`config.mk`:
```
export PLATFORM = sky130hd
export DESIGN_NAME = mod14_counter_sequencer
export DESIGN_NICKNAME = d
export VERILOG_FILES = /design/src/rtl/mod14_counter_sequencer_pkg.sv /design/src/rtl/mod14_counter_sequencer_rr_arbiter2.sv /design/src/rtl/mod14_counter_sequencer.sv
export SDC_FILE = /design/constraint.sdc
export NUM_CORES = 1
export LEC_CHECK = 0
export CAP_MARGIN = 5
export CORE_MARGIN = 5
export CORE_UTILIZATION = 35
export DETAILED_ROUTE_END_ITERATION = 10
export MAX_ROUTING_LAYER = met4
export PLACE_DENSITY_LB_ADDON = 0.2
export RECOVER_POWER = 50
export SLEW_MARGIN = 40
export SYNTH_ARGS = -nofsm -noshare
export SYNTH_HDL_FRONTEND = slang
export SYNTH_SLANG_ARGS = --single-unit
```
`constraint.sdc`:
```
create_clock -name clock -period 4 [get_ports clock]
set_input_delay 0.4 -clock clock [delete_from_list [all_inputs] [get_ports clock]]
set_output_delay 0.4 -clock clock [all_outputs]
set_load 0.02 [all_outputs]
```
`src/rtl/mod14_counter_sequencer_pkg.sv`:
```
// -----------------------------------------------------------------------------
// mod14_counter_sequencer_pkg
// Shared definitions for the mod-14 counter command sequencer:
//   - command opcode encoding (OP_CLEAR / OP_LOAD / OP_UP / OP_DOWN)
//   - controller state encoding (ST_INIT / ST_IDLE / ST_EXEC)
//   - MOD_MAX, the highest value the external counter can hold
//   - small decode helpers used by the top level
// -----------------------------------------------------------------------------
package mod14_counter_sequencer_pkg;

  // Highest legal counter value (counter wraps 13 -> 0 and 0 -> 13).
  localparam int MOD_MAX = 13;

  // Command opcodes as seen on req_op.
  localparam logic [1:0] OP_CLEAR = 2'b00;
  localparam logic [1:0] OP_LOAD  = 2'b01;
  localparam logic [1:0] OP_UP    = 2'b10;
  localparam logic [1:0] OP_DOWN  = 2'b11;

  // Controller states; the unused encoding 2'b11 recovers to ST_INIT.
  typedef enum logic [1:0] {
    ST_INIT = 2'b00,
    ST_IDLE = 2'b01,
    ST_EXEC = 2'b10
  } state_e;

  // True for the multi-cycle stepping opcodes.
  function automatic logic is_step_op(input logic [1:0] op);
    return (op == OP_UP) || (op == OP_DOWN);
  endfunction

  // True for a LOAD whose value the counter cannot represent.
  function automatic logic is_bad_load(input logic [1:0] op,
                                       input logic [3:0] data,
                                       input logic [3:0] max_val);
    return (op == OP_LOAD) && (data > max_val);
  endfunction

endpackage

```
`src/rtl/mod14_counter_sequencer_rr_arbiter2.sv`:
```
// -----------------------------------------------------------------------------
// rr_arbiter2
// Two-input round-robin arbiter. A lone valid requester always wins; when both
// are valid the pointer picks the winner. The pointer moves to the other
// requester whenever a grant is actually taken (accept).
// Ports:
//   clock   in   system clock
//   reset   in   asynchronous active-low reset (pointer -> 0)
//   enable  in   grants may be issued (controller idle)
//   req     in   [1:0] request valid, one bit per requester
//   accept  in   the current grant was transferred this cycle
//   gnt     out  [1:0] one-hot grant (all zero when disabled or no request)
//   gnt_id  out  index of the requester that would be granted
// -----------------------------------------------------------------------------
module rr_arbiter2
  import mod14_counter_sequencer_pkg::*;
(
  input  logic       clock,
  input  logic       reset,
  input  logic       enable,
  input  logic [1:0] req,
  input  logic       accept,
  output logic [1:0] gnt,
  output logic       gnt_id
);

  logic ptr_q;
  logic ptr_d;
  logic gnt_id_s;

  // Winner selection: a single requester wins outright, a tie goes to ptr_q.
  always_comb begin
    gnt_id_s = 1'b0;
    case (req)
      2'b01:   gnt_id_s = 1'b0;
      2'b10:   gnt_id_s = 1'b1;
      2'b11:   gnt_id_s = ptr_q;
      default: gnt_id_s = 1'b0;
    endcase
  end

  // One-hot grant, only while enabled and something is requesting.
  always_comb begin
    gnt = 2'b00;
    if (enable && (req != 2'b00)) begin
      gnt = gnt_id_s ? 2'b10 : 2'b01;
    end else begin
      gnt = 2'b00;
    end
  end

  // After a transfer the other requester gets priority on the next tie.
  always_comb begin
    ptr_d = ptr_q;
    if (accept) begin
      ptr_d = ~gnt_id_s;
    end else begin
      ptr_d = ptr_q;
    end
  end

  // Pointer register.
  always_ff @(posedge clock or negedge reset) begin
    if (!reset) begin
      ptr_q <= 1'b0;
    end else begin
      ptr_q <= ptr_d;
    end
  end

  assign gnt_id = gnt_id_s;

endmodule

```
`src/rtl/mod14_counter_sequencer.sv`:
```
// -----------------------------------------------------------------------------
// mod14_counter_sequencer
// Command controller for one external mod-14 loadable up/down counter that has
// no enable input. Two requesters share it through valid/ready ports with
// round-robin arbitration. While idle the counter is frozen by reloading its
// own value every cycle.
// Ports:
//   clock        in   system clock
//   reset        in   asynchronous active-low reset
//   req_valid    in   [1:0] command valid per requester
//   req_ready    out  [1:0] command accept (at most one bit high, idle only)
//   req_op       in   [1:0][1:0] opcode per requester (CLEAR/LOAD/UP/DOWN)
//   req_data     in   [1:0][3:0] LOAD value per requester
//   req_steps    in   [1:0][STEP_W-1:0] step count per requester
//   cnt_reset    out  synchronous clear to the counter
//   cnt_load     out  counter load strobe
//   cnt_up_down  out  counter direction, 1 = up
//   cnt_data     out  [3:0] counter load data
//   cnt_value    in   [3:0] counter current value
//   busy         out  command executing
//   done         out  one-cycle completion pulse
//   done_id      out  requester index of the completed command
//   err          out  one-cycle pulse alongside done for a rejected command
// -----------------------------------------------------------------------------
module mod14_counter_sequencer #(
  parameter int STEP_W  = 8,
  parameter int MOD_MAX = mod14_counter_sequencer_pkg::MOD_MAX
) (
  input  logic                   clock,
  input  logic                   reset,
  input  logic [1:0]             req_valid,
  output logic [1:0]             req_ready,
  input  logic [1:0][1:0]        req_op,
  input  logic [1:0][3:0]        req_data,
  input  logic [1:0][STEP_W-1:0] req_steps,
  output logic                   cnt_reset,
  output logic                   cnt_load,
  output logic                   cnt_up_down,
  output logic [3:0]             cnt_data,
  input  logic [3:0]             cnt_value,
  output logic                   busy,
  output logic                   done,
  output logic                   done_id,
  output logic                   err
);

  import mod14_counter_sequencer_pkg::*;

  localparam logic [3:0]        MAX_VAL  = 4'(MOD_MAX);
  localparam logic [STEP_W-1:0] ONE_STEP = STEP_W'(1);

  // State and latched command.
  state_e            state_q,   state_d;
  logic [1:0]        op_q,      op_d;
  logic [3:0]        data_q,    data_d;
  logic [STEP_W-1:0] rem_q,     rem_d;
  logic              id_q,      id_d;

  // Registered status outputs.
  logic              busy_q,    busy_d;
  logic              done_q,    done_d;
  logic              done_id_q, done_id_d;
  logic              err_q,     err_d;

  // Arbitration and the command currently offered by the grant winner.
  logic              arb_en_s;
  logic [1:0]        gnt_s;
  logic              gnt_id_s;
  logic              accept_s;
  logic [1:0]        sel_op_s;
  logic [3:0]        sel_data_s;
  logic [STEP_W-1:0] sel_steps_s;
  logic              sel_bad_s;
  logic              sel_zero_s;

  assign arb_en_s = (state_q == ST_IDLE);
  assign accept_s = |(req_valid & gnt_s);

  rr_arbiter2 u_arb (
    .clock  (clock),
    .reset  (reset),
    .enable (arb_en_s),
    .req    (req_valid),
    .accept (accept_s),
    .gnt    (gnt_s),
    .gnt_id (gnt_id_s)
  );

  assign req_ready = gnt_s;

  // Decode the command offered by the currently selected requester.
  always_comb begin
    sel_op_s    = req_op[gnt_id_s];
    sel_data_s  = req_data[gnt_id_s];
    sel_steps_s = req_steps[gnt_id_s];
    sel_bad_s   = is_bad_load(sel_op_s, sel_data_s, MAX_VAL);
    sel_zero_s  = is_step_op(sel_op_s) && (sel_steps_s == '0);
  end

  // State register.
  always_ff @(posedge clock or negedge reset) begin
    if (!reset) begin
      state_q <= ST_INIT;
    end else begin
      state_q <= state_d;
    end
  end

  // Next-state logic.
  always_comb begin
    state_d = state_q;
    case (state_q)
      ST_INIT: begin
        state_d = ST_IDLE;
      end
      ST_IDLE: begin
        // Rejected and zero-length commands complete without an EXEC cycle.
        if (accept_s && !sel_bad_s && !sel_zero_s) begin
          state_d = ST_EXEC;
        end else begin
          state_d = ST_IDLE;
        end
      end
      ST_EXEC: begin
        if (rem_q <= ONE_STEP) begin
          state_d = ST_IDLE;
        end else begin
          state_d = ST_EXEC;
        end
      end
      default: begin
        state_d = ST_INIT;
      end
    endcase
  end

  // Command latch, step down-counter and completion status.
  always_comb begin
    op_d      = op_q;
    data_d    = data_q;
    rem_d     = rem_q;
    id_d      = id_q;
    done_d    = 1'b0;
    err_d     = 1'b0;
    done_id_d = done_id_q;
    case (state_q)
      ST_IDLE: begin
        if (accept_s) begin
          op_d   = sel_op_s;
          data_d = sel_data_s;
          id_d   = gnt_id_s;
          // CLEAR and LOAD take exactly one execution cycle.
          rem_d  = is_step_op(sel_op_s) ? sel_steps_s : ONE_STEP;
          if (sel_bad_s || sel_zero_s) begin
            done_d    = 1'b1;
            err_d     = sel_bad_s;
            done_id_d = gnt_id_s;
          end else begin
            done_d    = 1'b0;
            err_d     = 1'b0;
            done_id_d = done_id_q;
          end
        end else begin
          rem_d = rem_q;
        end
      end
      ST_EXEC: begin
        if (rem_q <= ONE_STEP) begin
          rem_d     = '0;
          done_d    = 1'b1;
          done_id_d = id_q;
        end else begin
          rem_d = rem_q - ONE_STEP;
        end
      end
      ST_INIT: begin
        rem_d = '0;
      end
      default: begin
        rem_d = '0;
      end
    endcase
    busy_d = (state_d == ST_EXEC);
  end

  // Datapath and status registers.
  always_ff @(posedge clock or negedge reset) begin
    if (!reset) begin
      op_q      <= OP_CLEAR;
      data_q    <= 4'd0;
      rem_q     <= '0;
      id_q      <= 1'b0;
      busy_q    <= 1'b0;
      done_q    <= 1'b0;
      done_id_q <= 1'b0;
      err_q     <= 1'b0;
    end else begin
      op_q      <= op_d;
      data_q    <= data_d;
      rem_q     <= rem_d;
      id_q      <= id_d;
      busy_q    <= busy_d;
      done_q    <= done_d;
      done_id_q <= done_id_d;
      err_q     <= err_d;
    end
  end

  // Counter control, decoded from the registered state and latched command.
  always_comb begin
    cnt_reset   = 1'b0;
    cnt_load    = 1'b0;
    cnt_up_down = 1'b0;
    cnt_data    = 4'd0;
    case (state_q)
      ST_INIT: begin
        cnt_reset = 1'b1;
      end
      ST_IDLE: begin
        // The counter has no enable, so reload its own value to freeze it.
        cnt_load = 1'b1;
        cnt_data = cnt_value;
      end
      ST_EXEC: begin
        case (op_q)
          OP_CLEAR: cnt_reset   = 1'b1;
          OP_LOAD: begin
            cnt_load = 1'b1;
            cnt_data = data_q;
          end
          OP_UP:    cnt_up_down = 1'b1;
          OP_DOWN:  cnt_up_down = 1'b0;
          default:  cnt_reset   = 1'b1;
        endcase
      end
      default: begin
        cnt_reset = 1'b1;
      end
    endcase
  end

  assign busy    = busy_q;
  assign done    = done_q;
  assign done_id = done_id_q;
  assign err     = err_q;

endmodule

```
# Yosys cells after proc, flatten, opt, wreduce, memory -nomap -nowiden
# Cells that the tools add are included.
[word_totals]
register_bits = 22
in_bits = 36
elab_cells = 81
[classes]
n_addsub = 1
n_lt_le_gt_ge = 3
eq_ne = 13
muxes = 35
bitwise_logic = 2
n_reduce_logical = 17
[op_table]
columns = ["op", "n"]
rows = [
  ["8-bit two-way mux", 5],
  ["8-bit one-hot mux with 2 select lines", 1],
  ["2-bit == test (second input constant)", 7],
  ["1-bit two-way mux", 13],
  ["2-bit two-way mux", 6],
  ["4-bit two-way mux", 3],
  ["1-bit one-hot mux with 2 select lines", 5],
  ["8-bit by 1-bit <= comparator with 1-bit output (second input constant)", 1],
  ["8-bit zero test", 1],
  ["4-bit one-hot mux with 2 select lines", 1],
  ["8-bit by 1-bit subtractor with 8-bit output (second input constant)", 1],
  ["2-bit by 1-bit == test with 1-bit output (second input constant)", 3],
  ["2-bit != test (second input constant)", 3],
  ["2-bit one-hot mux with 3 select lines", 1],
  ["1-bit logical AND", 5],
  ["4-bit greater-than comparator (second input constant)", 1],
  ["2-bit zero test", 2],
  ["4-bit AND reduction", 1],
  ["2-bit nonzero test", 2],
  ["2-bit bitwise AND", 1],
  ["1-bit zero test", 2],
  ["1-bit logical OR", 2],
  ["1-bit by 2-bit less-than comparator with 1-bit output (second input constant)", 1],
  ["2-bit AND reduction", 1],
  ["other kinds (2)", 2],
]

# Logic depth before layout (Yosys ltp)
# Gate-level depths: netlist of the first run.
[logic_depth]
word_depth = 12
ltp_mapped = 9
mapped_depth_nobuf = 7

# Hierarchy
# From an unflattened synthesis of the first run, not the netlist that was laid out.
[hier_totals]
cells_unflattened = 178
area_unflattened_um2 = 1559.0
[by_module_without_submodules]
columns = ["module", "n_inst", "cells_each", "area_per_inst_um2", "seq_area_each_um2"]
rows = [
  ["mod14_counter_sequencer", 1, 170, 1487.7, 525.5],
  ["rr_arbiter2", 1, 8, 71.3, 25.0],
]

# Least setup slack after synthesis of the first run
# No wires, ideal clock.
[synth_path]
kind = "reg2out"
startpoint = "register state_q[0]"
endpoint = "output port cnt_data[0]"
t_arrival_ns = 1.651
required_time_ns = 3.600
setup_slack_ns = 1.949
stages_incl_launch_ff = 7
path_buffers = 0
path_cell_list = "dfrtp_1 > inv_1 > ha_1 > inv_1 > nor3b_1 > a22oi_1 > nor2_1"
[synth_between]
elab_chain_cells = 2
word_cells_on_any_way = 3
classes_between = "eq/ne (2); mux (1)"
[synth_rtl]
columns = ["element", "line", "rtl"]
rows = [
  ["start: declaration", "mod14_counter_sequencer.sv:53", "state_e state_q, state_d;"],
  ["start signal: assignment", "mod14_counter_sequencer.sv:105", "state_q <= state_d;"],
  ["2-bit == test / 2-bit by 1-bit == test with 1-bit output (equally long branches)", "mod14_counter_sequencer.sv:215", "case (state_q)"],
  ["4-bit one-hot mux with 2 select lines (*)", "mod14_counter_sequencer.sv:215", ""],
  ["end: declaration", "mod14_counter_sequencer.sv:39", "output logic [3:0] cnt_data,"],
]
# Mark *: on every way between the ends. The rest lies on a longest branch, timed or not.

# Worst setup path after layout of the first run
[layout_path]
startpoint = "register state_q[0]"
endpoint = "output port cnt_data[3]"
# Same word-level chain as after synthesis.

==> results of run 1 <==
==> critical path, cell delays in order (launching register included) <==
cell,delay (ps)
dfrtp_1,410
inv_1,90
ha_1,340
inv_1,130
nor3b_1,500
a22oi_1,130
nor2_1,130
clkdlybuf4s50_1,620
==> registers in the layout, indices dropped and copies added, names as in the netlist <==
signal,count
busy,1
data_q,4
done,1
done_id,1
err,1
id_q,1
op_q,2
rem_q,8
state_q,2
u_arb.ptr_q,1
==> power breakdown <==
part / switching (mW) / internal [mW] / total (mW)
Combinational: 0.437 / 0.306 / 0.743
Sequential: 0.0689 / 0.308 / 0.377
Clock: 0.0745 / 0.0878 / 0.162
==> area by class of cell <==
type	count	area (sq um)	area share [%]
Timing Repair Buffer	49	482	22.6
Multi-Input combinational cell	152	948	44.5
Inverter	8	30.0	1.41
Sequential cell	22	551	25.8
Clock buffer	4	55.1	2.58
Tap cell	52	65.1	3.05
==> metrics by stage <==
stage,worst slack (ps),instance area (sq um),cells,util (%),power [mW]
detailed placement,1290,2080,283,47.7,1.13
global route,762,2130,287,48.9,1.40
floorplan,1950,1560,191,-,0.871
finish,987,2130,287,48.9,1.28
global placement,1320,2080,283,47.8,1.13
CTS,981,2130,287,49.0,1.30
==> routing by layer <==
metal,track usage [%],up-vias,share of wire [%]
li1,-,793,-
met1,21.2,723,47
met2,23.0,49,46
met3,2.58,2,6.1
met4,3.67,0,0.88
met5,-,-,0
==> cells in the final DEF, fill, tap and decap left out, types with 6 or more instances in the layout <==
cell and n:
and3_1 8, o21ai_0 13, nand3_1 6, a21oi_1 7, nor2_1 23, ha_1 6
nand2_1 27, inv_1 8, clkdlybuf4s50_1 43, a31oi_1 10, dfrtp_1 22
==> worst paths after layout <==
check	end	cells past startpoint	slack [ps]	startpoint
max reg2reg	done_id	7	1790	state_q[1]
min in group clock	done_id	1	480	done_id
min	err	1	370	reset
min reg2reg	done_id	1	480	done_id
max in group asynchronous	data_q[1]	1	2900	reset
max	cnt_data[3]	7	990	state_q[0]
==> cells in the mapped netlist, drive strengths merged (3+ instances only) <==
master,n
dfrtp,22
nand2,27
o311ai,5
or4,4
a31oi,10
nand3,6
or3,3
a22oi,4
inv,8
nor2,23
a21oi,8
nand4,3
clkbuf,7
ha,6
o21ai,15
and3,9
o22ai,3
nor4,3
nor3,5
==> kinds of logic after synthesis <==
group	after synthesis
simple gates	91
compound gates	54
flops	22
buf+inv	17
fa+ha+maj	6
mux	1
==> flow_metrics.py, run 1 <==
metrics = {
    "sta": {
        "maxSlewHeadroom_pct": 18.0,
        "setup_tns_ps": 0,
        "maxSlewViolCount": 0,
        "rsz0062_at_grt": "false",
        "finalHoldViolCount": 0,
        "finalSetupViolations": 0,
        "finalCriticalPeriod_ps": 3010,
        "final.setup_skew_ps": 2.83,
        "worst_pin_slew_ps": 1230,
        "fin_crit_sh_pct": 75.3,
        "whs_ps": 370,
        "fmax_mhz": 332,
    },
    "synthesis": {
        "syn-num-nets": 233,
        "yosys.area_share.simple_pct": 29.9,
        "avgSynthCellArea_sq_um": 8.19,
        "synthXorXnorAreaFrac_pct": 0,
        "netlist_area_sq_mm": 0.00156,
        "ys_seq_area_share_pct": 35.2,
        "synthMuxAreaShare_pct": 0.720,
        "synth_edf_count": 0,
        "synth_compound_area_share_pct": 25.2,
        "async_reset_ff_share_pct": 100,
        "synth_top_family_by_area": "simple AND/OR/NAND/NOR gates",
        "synth_warnings": 0,
        "synthFlopType": "dfrtp_1",
        "yosysTopAreaCellShare_pct": 35.2,
        "synthDistinctLibCells": 42,
        "synthCells": 191,
        "ys_seq_elements": 22,
        "yosys-top-cells-area": "dfrtp_1 35%, nand2_1 6.5%, nor2_1 5.5%, ha_1 4.8%, o21ai_0 4.2%",
        "synth_fa_ha_area_share_pct": 4.80,
        "synth_largest_area_cell": "dfrtp_1",
    },
    "clocking": {
        "clockBufferDepth": 2,
        "root_buffer": "clkbuf_8",
        "cts.hold.buffers_added": 0,
        "clk_pin_slew_ps": 80,
        "clock_latency_ps": 260,
        "cts_buffers": 3,
        "cts_setup_buffers": 0,
        "h-tree-depth": 1,
        "clock-sinks": 22,
        "cts_resized": 0,
        "cts_tree": "done",
    },
    "floorplanning": {
        "die_w_microns": 76.8,
        "start_util_pct": 35.9,
        "fp.dieArea_sq_mm": 0.00591,
        "num_rows": 24,
        "core_region_area_sq_mm": 0.00435,
        "io_pins": 49,
        "die_h_microns": 76.8,
    },
    "status": {
        "status": "completed",
    },
    "drt": {
        "drc": 0,
        "firstDrtPassIters": 4,
        "avgRoutedWirePerCell_microns": 15.1,
        "drtIter0Drc": 83,
        "wl_microns": 4320,
        "dr_total_vias": 1567,
        "antenna_left": 0,
        "viasPerCell": 5.46,
    },
    "layout": {
        "nNetsFinal": 278,
        "drive_gt1_share_pct": 6.81,
        "syn2layout_area_growth_pct": 36.2,
        "fillers": 421,
        "diodes": 0,
    },
    "critical_path": {
        "cp_max_fo": 8,
        "critPathRequiredTime_ps": 3600,
        "critPathLaunchType": "register",
        "crit_arrival_ps": 2610,
        "end_kind": "output port",
        "crit_type": "register to output port",
    },
    "global_route": {
        "grt_pass1_wl_microns": 7290,
        "antenna_found_initial": 0,
        "grt_max_degree": 23,
        "overflow": 0,
        "grt_usage_pct": 15.2,
        "grt_pass1_vias": 1569,
    },
    "power": {
        "p_per_area_mw_per_mm2": 602,
        "peakVddDrop_uv": 210,
        "p_leak_nw": 0.882,
    },
    "worst_hold_path": {
        "hold_path.class": "input port to async pin",
    },
    "placement": {
        "gp_congestion": 0.876,
        "dpl.hpwl_microns": 3460,
        "io_buffers": 48,
    },
    "job": {
        "max-cap-violations": 0,
    },
}
No activity file was read; power rests on OpenSTA's default activity.
==> inputs of run 2 (changes only) <==
==> constraint.sdc (replaced) <==
create_clock -name clock -period 2.5 [get_ports clock]
set_input_delay 0.25 -clock clock [delete_from_list [all_inputs] [get_ports clock]]
set_output_delay 0.25 -clock clock [all_outputs]
set_load 0.02 [all_outputs]
==> run 2 against run 1 <==
Net effect: design area grew 3.7%; cell count grew 2.1%; first-iteration DRC count shrank 33%; non-clock buffer count grew 6; via count grew 1.5%; combinational power grew 60%; flip-flop and latch count is the same; clock power grew 110%; setup slack lost 860 ps; die area is the same; clock skew grew 7.5 ps; wire length grew 1.0%; largest cell class unchanged.
==> flow_metrics.py, run 2 (synthesis results as in run 1) <==
metrics = {
    "sta": {
        "fin_crit_sh_pct": 95.0,
        "maxSlewHeadroom_pct": 16.3,
        "maxSlewViolCount": 0,
        "final.setup_skew_ps": 10.4,
        "finalCriticalPeriod_ps": 2380,
        "setup_tns_ps": 0,
        "finalSetupViolations": 0,
        "worst_pin_slew_ps": 1260,
        "fmax_mhz": 421,
        "finalHoldViolCount": 0,
        "rsz0062_at_grt": "false",
    },
    "critical_path": {
        "worstPathCellList": "inv_1, ha_1, inv_1, or3_1, o21ai_0, clkdlybuf4s50_1",
        "slowest_stage": "clkdlybuf4s50_1",
        "crit_type": "register to output port",
        "cp.depth": 6,
        "crit_top_cell": "inv_1",
        "critPathMaxStageDelay_ps": 640,
        "critPathTopFamily": "buffers and inverters",
        "worstRegToRegCells": 7,
        "crit_arrival_ps": 2130,
        "cp_max_fo": 4,
        "crit_buf_inv": 3,
        "critPathLaunchType": "register",
        "critPathRequiredTime_ps": 2250,
        "end_kind": "output port",
    },
    "layout": {
        "largest_register_ffs": 8,
        "fillers": 412,
        "reg_top3": "rem_q (8), data_q (4)",
        "top_register": "rem_q",
        "syn2layout_area_growth_pct": 41.3,
        "diodes": 0,
        "drive_gt1_share_pct": 9.13,
        "final_common_cell": "clkdlybuf4s50_1",
        "nNetsFinal": 284,
        "fin_area_sq_mm": 0.00221,
        "layout_common_cells": "37 x clkdlybuf4s50_1, 27 x nand2_1, 23 x nor2_1",
    },
    "worst_hold_path": {
        "hold_depth": 1,
        "hold_path.class": "register to register",
    },
    "clocking": {
        "clockBufferDepth": 2,
        "cts_setup_buffers": 0,
        "h-tree-depth": 1,
        "cts_buffers": 3,
        "clock-sinks": 22,
        "clk_pin_slew_ps": 90,
        "cts_tree": "done",
        "root_buffer": "clkbuf_8",
        "clock_latency_ps": 270,
    },
    "floorplanning": {
        "fp.dieArea_sq_mm": 0.00591,
        "die_h_microns": 76.8,
        "io_pins": 49,
        "die_w_microns": 76.8,
        "start_util_pct": 35.9,
        "core_region_area_sq_mm": 0.00435,
        "num_rows": 24,
    },
    "placement": {
        "io_buffers": 48,
        "dpl.hpwl_microns": 3500,
        "gp_congestion": 0.834,
        "placed_cell_area_sq_mm": 0.00213,
    },
    "drt": {
        "drtIter0Drc": 56,
        "viasPerCell": 5.43,
        "dr_total_vias": 1590,
        "firstDrtPassIters": 4,
        "antenna_left": 0,
        "avgRoutedWirePerCell_microns": 14.9,
        "wl_microns": 4370,
        "drc": 0,
    },
    "power": {
        "p_per_area_mw_per_mm2": 967,
        "p_leak_nw": 1.00,
        "peakVddDrop_uv": 372,
    },
    "status": {
        "status": "completed",
    },
    "global_route": {
        "grt_pass1_wl_microns": 7280,
        "grt_max_degree": 23,
        "antenna_found_initial": 0,
        "grt_pass1_vias": 1546,
        "grt_usage_pct": 15.3,
        "overflow": 0,
    },
    "job": {
        "max-cap-violations": 0,
    },
}
## run 2: final cells by class
class                           instances  area [sq um]  share of cell area (%)
Clock inverter                          1          30.0                    1.36
Inverter                                8          30.0                    1.36
Timing Repair Buffer                   55           542                    24.5
Tap cell                               52          65.1                    2.94
Sequential cell                        22           551                    24.9
Multi-Input combinational cell        152           951                    43.0
Clock buffer                            3          41.3                    1.87
## run 2: path summary, 6_finish.rpt
path	slack, ps	endpoint	start
worst max-delay path	120	cnt_reset	state_q[0]
worst min-delay path	490	done_id	done_id
worst max register to register	470	done_id	rem_q[0]
worst min register to register	490	done_id	done_id
max in group asynchronous	990	data_q[3]	reset
min in group asynchronous	760	rem_q[7]	reset
## run 2: power by group
group	internal (mW)	switching, mW
clock network	0.214	0.130
logic	0.503	0.685
registers	0.493	0.112
## run 2: timing repair
item,CTS,global route
resized for setup,0,6
endpoints found under the setup margin,0,7
hold endpoints to repair,0,0
hold buffers,0,0
## run 2: per-layer routing
metal | vias to the layer above | routed length [microns] | global-route usage, %
met5 | - | 0 | -
met4 | 0 | 40 | 3.85
met3 | 2 | 301 | 2.69
met2 | 54 | 1960 | 21.9
met1 | 734 | 2060 | 22.3
li1 | 800 | - | -
## run 2: through the flow
stage                     hold WS, ps  total power [mW]  util (%)  setup slack [ps]  std cells
after floorplan                 -45.6              1.39         -               599        191
after global placement            476              1.82      48.9               205        289
after detailed placement          475              1.82      48.9               191        289
after CTS                         338              2.16      50.5              47.5        293
after global routing              546              2.32      50.7              31.2        293
final                             489              2.14      50.7               125        293
==> inputs of run 3 (changes only) <==
--- a/config.mk
+++ b/config.mk
@@ -12,6 +12,7 @@
 export MAX_ROUTING_LAYER = met4
 export PLACE_DENSITY_LB_ADDON = 0.2
 export RECOVER_POWER = 50
+export SKIP_CTS_REPAIR_TIMING = 1
 export SLEW_MARGIN = 40
 export SYNTH_ARGS = -nofsm -noshare
 export SYNTH_HDL_FRONTEND = slang
==> results of run 3 <==
Same layout as run 2: the final DEF is identical, and so are final timing and power.
